--- src/rtl/downcounter_16.sv ---
`default_nettype none
// ============================================================================
// Module   : downcounter_16
// Brief    : UART baud-rate generator with a 16x receive strobe and a 1x transmit strobe
// Revision : 1.0 - initial release
// ============================================================================
module downcounter_16 #(
  parameter int WIDTH      = 16,
  parameter int OVERSAMPLE = 16
) (
  input  logic             clk,
  input  logic             rst,
  input  logic             wr_en,
  input  logic [WIDTH-1:0] in,
  output logic             r_enable,
  output logic             t_enable
);

  localparam int                 c_SUB_W   = (OVERSAMPLE > 1) ? $clog2(OVERSAMPLE) : 1;
  localparam logic [c_SUB_W-1:0] c_SUB_MAX = c_SUB_W'(OVERSAMPLE - 1);

  logic [WIDTH-1:0]   r_div_q;
  logic [WIDTH-1:0]   r_cnt;
  logic [c_SUB_W-1:0] r_sub;
  logic               r_run;

  // A write always wins so that a reload restarts both phases on its own edge.
  always_ff @(posedge clk or negedge rst) begin
    if (!rst) begin
      r_div_q  <= '0;
      r_cnt    <= '0;
      r_sub    <= '0;
      r_run    <= 1'b0;
      r_enable <= 1'b0;
      t_enable <= 1'b0;
    end else if (wr_en) begin
      r_div_q  <= in;
      r_cnt    <= in;
      r_sub    <= '0;
      r_run    <= 1'b1;
      r_enable <= 1'b0;
      t_enable <= 1'b0;
    end else if (r_run) begin
      if (r_cnt != '0) begin
        r_cnt    <= r_cnt - 1'b1;
        r_enable <= 1'b0;
        t_enable <= 1'b0;
      end else begin
        r_cnt    <= r_div_q;
        r_sub    <= r_sub + 1'b1;
        r_enable <= 1'b1;
        t_enable <= (r_sub == c_SUB_MAX);
      end
    end else begin
      r_enable <= 1'b0;
      t_enable <= 1'b0;
    end
  end

endmodule
`default_nettype wire

--- config.mk ---
export PLATFORM = sky130hd
export DESIGN_NAME = downcounter_16
export DESIGN_NICKNAME = d
export VERILOG_FILES = /design/src/rtl/downcounter_16.sv
export SDC_FILE = /design/constraint.sdc
export NUM_CORES = 1
export LEC_CHECK = 0
export CAP_MARGIN = 15
export CELL_PAD_IN_SITES_DETAIL_PLACEMENT = 0
export CELL_PAD_IN_SITES_GLOBAL_PLACEMENT = 1
export CORE_MARGIN = 4
export CORE_UTILIZATION = 43
export DETAILED_ROUTE_END_ITERATION = 16
export PLACE_DENSITY = 0.76
export SETUP_SLACK_MARGIN = 0.4
export SLEW_MARGIN = 10
export SYNTH_ARGS = -nofsm -noshare
export SYNTH_HDL_FRONTEND = slang
export SYNTH_SLANG_ARGS = --single-unit
--- constraint.sdc ---
create_clock -name clk -period 2.59 [get_ports clk]
set_clock_uncertainty 0.2 [all_clocks]
set_input_delay 0.518 -clock clk [delete_from_list [all_inputs] [get_ports clk]]
set_output_delay 0.518 -clock clk [all_outputs]
set_load 0.01 [all_outputs]
-- Word-level counts from Yosys, hierarchy flattened
Cells that the tools add are included.
- multiplexer cells: 12
- eq/ne operators: 2
- add/subtract/negate cells: 2
- reduce and logical (&&, ||, !) cells: 3
- operators by type and width (cell ; count):
    $mux W16 ; 3
    $reduce_bool A16 Y1 ; 1
    $sub A16 B1 Y16 const B ; 1
    $mux W4 ; 3
    $mux W1 ; 6
    $add A4 B1 Y4 const B ; 1
    $eq A4 B4 Y1 const B ; 1
    $ne A2 B2 Y1 const B ; 1
    $reduce_and A2 Y1 ; 1
    $reduce_bool A2 Y1 ; 1
- input bits: 19
- logic and storage cells: 25
- output and inout port bits: 2
- bits in registers: 39

-- Depth between registers and ports, before layout
Gate-level depths: netlist of the first run.
- depth in word-level cells: 4
- depth in mapped cells: 8
- gate-level depth less buffers: 7

-- Least setup slack after synthesis of the first run
OpenSTA, ideal clock, no wires.
- path kind: register -> register
- start point: register r_cnt[0]
- end point: register r_cnt[12]
- cell stages (with the launch flop): 9
- setup slack: 0.286 ns
- path buffers: 1
- data arrival time: 2.023 ns
- required time: 2.310 ns
- cells stage by stage: dfrtp_1 -> inv_1 -> ha_1 -> or4b_4 -> buf_6 -> or3_1 -> a211oi_2 -> a21oi_1 -> o211ai_2
- cells in the longest elaborated chain, start to end: 4
- elaborated cells between the ends (all ways): 5
- classes of those cells: add/sub: 1; mux: 3; reduce/logical: 1
- RTL lines (what ; RTL line ; source):
    from (decl) ; 23 ; logic [WIDTH-1:0] r_cnt;
    from (signal assigned) ; 38 ; r_cnt <= in;
    from (signal assigned) ; 45 ; r_cnt <= r_cnt - 1'b1;
    from (signal assigned) ; 49 ; r_cnt <= r_div_q;
    $sub A16 B1 Y16 or $reduce_bool A16 Y1 (tied branches) ; 45, 44 ;
    $mux W16 (*) ; 44 ; if (r_cnt != '0) begin
    $mux W16 (*) ; 43 ; end else if (r_run) begin
    $mux W16 (*) ; 36 ; end else if (wr_en) begin
Every way passes the cells marked *; elsewhere a longest branch is shown, timed or not. The select of a mux whose other input is x is not followed.
A chain may end at the register's enable or synchronous reset.

-- Worst setup path in the final report of the first run
- start point: register r_cnt[1]
- end point: register r_cnt[12]
Same word-level chain as after synthesis.

==> reports/metrics.cfg, run 1 <==
[status]
status=finished clean

[worst_setup_path]
slowest_delay_ps=490
cp-start-kind=register
timing.rr.end=r_cnt[12]
cp_max_fo=5
critPathKind=register to register
cp_data_required_time_ps=2600
end_kind=register
cp_cell_sequence=inv_2 > ha_4 > or4b_4 > or3_1 > a211oi_2 > a21oi_2 > o211ai_2
cp_slowest_cell=or4b_4
rr_worst_depth=7
cp.arrival_ps=2170
ff2ff_setup_slack_ps=430
r2r_start=r_cnt[1]

[floorplan]
die_area_um2=6100
dieWidth_um=78.1
fp.dieH_um=78.1
row_count=25
pin_count=21
coreArea_um2=4750
start_util_pct=44.4

[synthesis]
synth_top_area_share_pct=46.2
syn_area_um2=2110
synth.area.top_cells=dfrtp_1, o21ai_0, mux2_2
synth_edf_count=0
synth_cells=226
async_flop_share_pct=100
synth_ff_type=dfrtp_1
syn_avg_cell_area_um2=9.35
yosysWarnings=0
synth.distinct_cells=44
synth_nets=248
synth_area_leader_cell=dfrtp_1
ys_seq_area_share_pct=46.2
ys_seq_elements=39

[global_route]
antenna_found_initial=0
grt_max_degree=21
grt_first_pass_wirelength_mm=8.22
grtUsageTotal_pct=16.8
grt_pass1_vias=1702
grt_overflow=0

[final_layout]
antennaDiodeCount=0
area_growth_pct=24.0
final_layout_size_suffix_gt1_share_pct=19.9
finalNetCount=282
fillerInstances=471

[sta]
setup_tns_ps=0
worstMarginPinSlew_ps=453
rsz0062_at_grt=true
finalCriticalPeriod_ps=2160
drv_slew=0
setup_ws_ps=432
setup_viol=0
hold_violations=0
period_share_pct=83.3
fmax_mhz=463
relSlewSlack_pct=69.8

[power_and_ir_drop]
p_leak_nw=1.10
finalPower_w=0.00145
vdd_drop_max_mv=0.327
p_per_area_nw_per_um2=552

[detailed_routing]
drt-initial-drc-count=115
firstDrtPassIters=6
vias_per_cell=5.41
wl_per_cell_um=14.7
drc_errors=0
wl_mm=4.83
antenna_left=0
vias=1773

[hold_path]
whs_path_depth=1
min-delay-start=r_div_q[8]
min_path_type=register to register
hold_end=r_div_q[8]

[cts]
cts_num_sinks=39
cts-root-buf=clkbuf_8
cts_tree=done
clkLatencyLatePin_ps=290
cts_buffers=5
cts_buffer_depth=2
clk_pin_slew_ps=80
htree_levels=2

[place]
post-place-ws_ps=248
hpwl_mm=3.43
io_buffers=20
gp_congestion=0.878

[flow_run]
drv_cap=0

layer usage:
| layer | share of wire, % | routed length [um] | GRT usage [%] |
|---|---|---|---|
| met1 | 50 | 2400 | 24.0 |
| met4 | 0.64 | 31 | 3.67 |
| met5 | 0 | 0 | 0 |
| met3 | 4.2 | 203 | 3.21 |
| met2 | 45 | 2190 | 26.6 |
state kept, by name (all words and copies together), names as in the netlist:
name / cells
r_cnt: 16
r_div_q: 16
r_enable: 1
r_run: 1
r_sub: 4
t_enable: 1
critical path, delay by kind of cell (launching register included):
family	cells	cell delay, ps
AOI/OAI and AO/OA	3	440
and+or+nand+nor	2	830
adders and majority gates	1	120
buffers and inverters	1	90
DFF	1	410
worst max path at each step:
stage / startpoint / to / slack, ps / depth (start not counted)
2_1_floorplan: r_cnt[0] / r_cnt[12] / 410 / 7
3_3_place_gp: r_cnt[5] / r_cnt[4] / 310 / 5
3_5_place_dp: r_cnt[5] / r_cnt[4] / 250 / 5
4_1_cts: r_cnt[0] / r_cnt[12] / 420 / 7
5_1_grt: r_cnt[1] / r_cnt[12] / 360 / 7
6_report: r_cnt[1] / r_cnt[12] / 430 / 7
cell usage in the layout, fill, tap and decap left out, types with 2 or more instances in the layout:
cell / instances
nand3_1: 9
a31oi_1: 2
xor2_1: 6
dfrtp_1: 39
inv_2: 2
nand4_1: 2
ha_1: 2
clkdlybuf4s50_1: 19
nor4_2: 2
nand2_1: 19
xnor2_1: 4
nor2_1: 25
nor4_1: 3
nor3_1: 2
o21ai_0: 26
o311ai_1: 3
a22oi_1: 9
or4_1: 2
buf_4: 19
and2_1: 2
mux2_2: 9
or3_1: 2
inv_1: 11
clkbuf_8: 7
a21oi_1: 7
and4_1: 2
report_power, final:
| part | internal, W | switching [W] | total [W] |
|---|---|---|---|
| Clock | 0.000243 | 0.000209 | 0.000452 |
| Sequential | 0.000662 | 0.0000650 | 0.000727 |
| Combinational | 0.000139 | 0.000130 | 0.000269 |
| Total | 0.00104 | 0.000404 | 0.00145 |
through the flow:
step | cell area [um^2] | utilization, % | cells | hold WS, ps
2_1_floorplan | 2130 | - | 226 | 22.4
3_3_place_gp | 2430 | 51.1 | 312 | 285
3_5_place_dp | 2430 | 51.1 | 312 | 291
4_1_cts | 2600 | 54.7 | 327 | 309
5_1_grt | 2620 | 55.1 | 328 | 337
6_report | 2620 | 55.1 | 328 | 304
layout make-up:
class / count / area (um^2) / area share, %
multi-input combinational: 161 / 1060 / 40.6
sequential: 39 / 976 / 37.2
timing repair buffer: 40 / 348 / 13.3
clock buffer: 8 / 100 / 3.82
tap: 67 / 83.8 / 3.20
inverter: 13 / 48.8 / 1.86
synth_stat cells, drive strengths merged, types with 3 or more instances:
library cell	instances
dfrtp	39
o21ai	27
nor2	25
nand2	19
inv	13
a22oi	9
clkbuf	9
mux2	9
nand3	9
a21oi	8
nor4	6
xor2	6
buf	4
o311ai	4
xnor2	4
ha	3
nand4	3
logic make-up after synthesis:
kind of cell | count (synthesis) | share of synthesized area [%]
mux | 10 | 5.27
buf+inv | 26 | 5.39
compound gates | 58 | 17.6
flops | 39 | 46.2
fa+ha+maj | 3 | 1.78
xor+xnor | 10 | 4.14
simple gates | 80 | 19.7
repair_timing:
| item | CTS | global route |
|---|---|---|
| setup buffers | 6 | 1 |
| setup endpoints to repair | 4 | 7 |
| gates resized for setup | 3 | 3 |
| hold buffers | 1 | 0 |
| pin swaps | 2 | 2 |
| hold endpoints to repair | 19 | 0 |
| gates cloned | 0 | 0 |
Power figures use the tool's default switching activity.
==> run 2: changes to the inputs <==
Settings changed: CORE_UTILIZATION 43 to 39, PLACE_DENSITY 0.76 to 0.73.
Clock period 2.59 ns to 1.76 ns, I/O delays scaled along.
==> reports/metrics.cfg, run 2 (same netlist as run 1, synthesis figures left out) <==
[final_layout]
fin_cells=377  ; +15%
final_common_cell=buf_4
antennaDiodeCount=0  ; unchanged
fillerInstances=429  ; -8.9%
mostFrequentLayoutCells=buf_4, dfrtp_1, nand2_1, nor2_1, clkdlybuf4s50_1
reg.largest.list=r_cnt x16, r_div_q x16, r_sub x4
area_growth_pct=50.7
final_layout_size_suffix_gt1_share_pct=41.7  ; +22 points
finalNetCount=328  ; +16%
postLayoutCoreUtil_pct=61.6  ; +6.5 points

[cts]
htree_levels=2  ; unchanged
cts_num_sinks=39  ; unchanged
cts-root-buf=clkbuf_8
cts_tree=done
cts_buffer_depth=2  ; unchanged
clkLatencyLatePin_ps=290  ; about the same
cts_buffers=5  ; unchanged
clk_pin_slew_ps=80  ; about the same

[worst_setup_path]
cp-start-kind=register
r2r_start=r_cnt[1]
end_kind=register
cp_data_required_time_ps=1780  ; -820 ps
cp_max_fo=4  ; -1
ff2ff_setup_slack_ps=-350  ; -790 ps
cp.arrival_ps=2130  ; -40 ps
critPathKind=register to register
rr_worst_depth=7  ; unchanged
endpoint=r_cnt[12]
timing.rr.end=r_cnt[12]
crit_start=r_cnt[1]

[flow_run]
drv_cap=0  ; unchanged

[place]
hpwl_mm=4.04  ; +18%
post-place-ws_ps=-338  ; -587 ps
io_buffers=20  ; unchanged
gp_congestion=0.870  ; -0.93%
place_inst=360  ; +15%

[global_route]
antenna_found_initial=0  ; unchanged
grt_first_pass_wirelength_mm=9.38  ; +14%
grt_max_degree=19  ; -9.5%
grt_overflow=0  ; unchanged
grtUsageTotal_pct=18.6  ; +1.8 points
grt_pass1_vias=1985  ; +17%

[detailed_routing]
drt-initial-drc-count=80  ; -30%
wl_mm=5.49  ; +14%
firstDrtPassIters=4  ; -2
wl_per_cell_um=14.6  ; -1.1%
vias=1951  ; +10%
drc_errors=0  ; unchanged
antenna_left=0  ; unchanged
vias_per_cell=5.18  ; -4.3%

[floorplan]
coreArea_um2=5170  ; +8.8%
start_util_pct=40.9  ; -3.6 points
pin_count=21  ; unchanged
fp.dieH_um=81.6  ; +4.5%
die_area_um2=6660  ; +9.2%
row_count=26  ; +4.0%
dieWidth_um=81.6  ; +4.5%

[power_and_ir_drop]
p_per_area_nw_per_um2=779  ; +41%
switching_power_w=0.000694  ; +72%
pwr-share-comb_pct=25.8  ; +7.2 points
p_clk_share_pct=31.9  ; +0.7 points
vdd_drop_max_mv=0.513  ; +57%
p_int_w=0.00179  ; +71%
p_leak_nw=1.38  ; +25%
swShare_pct=28.0  ; +0.11 points
pwr-share-seq_pct=42.3  ; -7.9 points

[sta]
rsz0062_at_grt=true
relSlewSlack_pct=77.2  ; +7.4 points
fmax_mhz=473  ; +2.1%
worstMarginPinSlew_ps=339  ; -115 ps
hold_violations=0  ; unchanged
period_share_pct=120  ; +37 points
setup_viol=22  ; +22
setup_ws_ps=-353  ; -785 ps
finalCriticalPeriod_ps=2110  ; -44.9 ps
drv_slew=0  ; unchanged

[status]
status=finished, violations left
violations=setup timing

[hold_path]
min_path_type=input pin to asynchronous set/reset pin

[run 2: changes by cell type in the layout (fill, tap and decap cells not counted), moves of 5 or more]
cell | previous run | this run
buf_4 | 19 | 55
nor2_1 | 25 | 16
nor2_2 | 0 | 7
o21ai_0 | 26 | 11
o21ai_2 | 0 | 5
buf_6 | 0 | 9
o21ai_1 | 1 | 11
[run 2: worst min path at each step]
stage	slack, ps	end	start	cells after the start
6_report	280	r_div_q[4]	rst	2
4_1_cts	310	r_div_q[8]	r_div_q[8]	1
3_3_place_gp	100	r_div_q[4]	rst	1
3_5_place_dp	100	r_div_q[4]	rst	1
5_1_grt	290	r_div_q[4]	rst	2
2_1_floorplan	-140	r_cnt[0]	rst	0
[run 2: area by class of cell]
type | instances | area (um^2) | share of cell area (%)
Clock buffer | 6 | 82.6 | 2.59
Clock inverter | 2 | 35.0 | 1.10
Inverter | 13 | 48.8 | 1.53
Multi-Input combinational cell | 161 | 1230 | 38.6
Sequential cell | 39 | 977 | 30.7
Tap cell | 70 | 87.6 | 2.75
Timing Repair Buffer | 86 | 726 | 22.8
[run 2: critical path, stage by stage (launching register included)]
cell and delay [ps]:
dfrtp_1 390, inv_2 80, ha_4 130, or4b_4 490, or3_4 340, a211oi_2 180, a21oi_1 70, o211ai_2 150
[run 2: layer usage]
metal | GRT usage [%] | wire length, um | vias up | part of all wire [%]
met5 | 0 | 0 | - | 0
met4 | 4.82 | 45 | 0 | 0.82
met3 | 3.95 | 221 | 6 | 4.0
met2 | 30.6 | 2640 | 39 | 48
met1 | 25.1 | 2590 | 945 | 47
li1 | - | - | 961 | -
[run 2: what timing repair did]
item,CTS,global route
pin swaps,26,10
endpoints found under the hold margin,16,0
hold buffers,1,0
resized for setup,50,10
gates cloned,0,0
endpoints found under the setup margin,36,41
buffers inserted,7,1
[run 2: power by group through the flow]
stage / logic, W / clock network (W) / registers, W
after CTS: 0.000608 / 0.000807 / 0.00105
final: 0.000639 / 0.000791 / 0.00105
after global routing: 0.000704 / 0.000850 / 0.00106
after floorplan: 0.000291 / 0 / 0.00105
after detailed placement: 0.000548 / 0 / 0.00106
after global placement: 0.000541 / 0 / 0.00106
[run 2: metrics by stage]
step / power [W] / hold WS, ps / setup TNS (ps) / cell area [um^2]
after floorplan: 0.00134 / -144 / -3210 / 2200
after global placement: 0.00160 / 104 / -5280 / 2810
after detailed placement: 0.00161 / 99.3 / -5440 / 2810
after CTS: 0.00246 / 309 / -4240 / 3130
after global routing: 0.00262 / 290 / -7190 / 3190
final: 0.00248 / 284 / -4320 / 3190
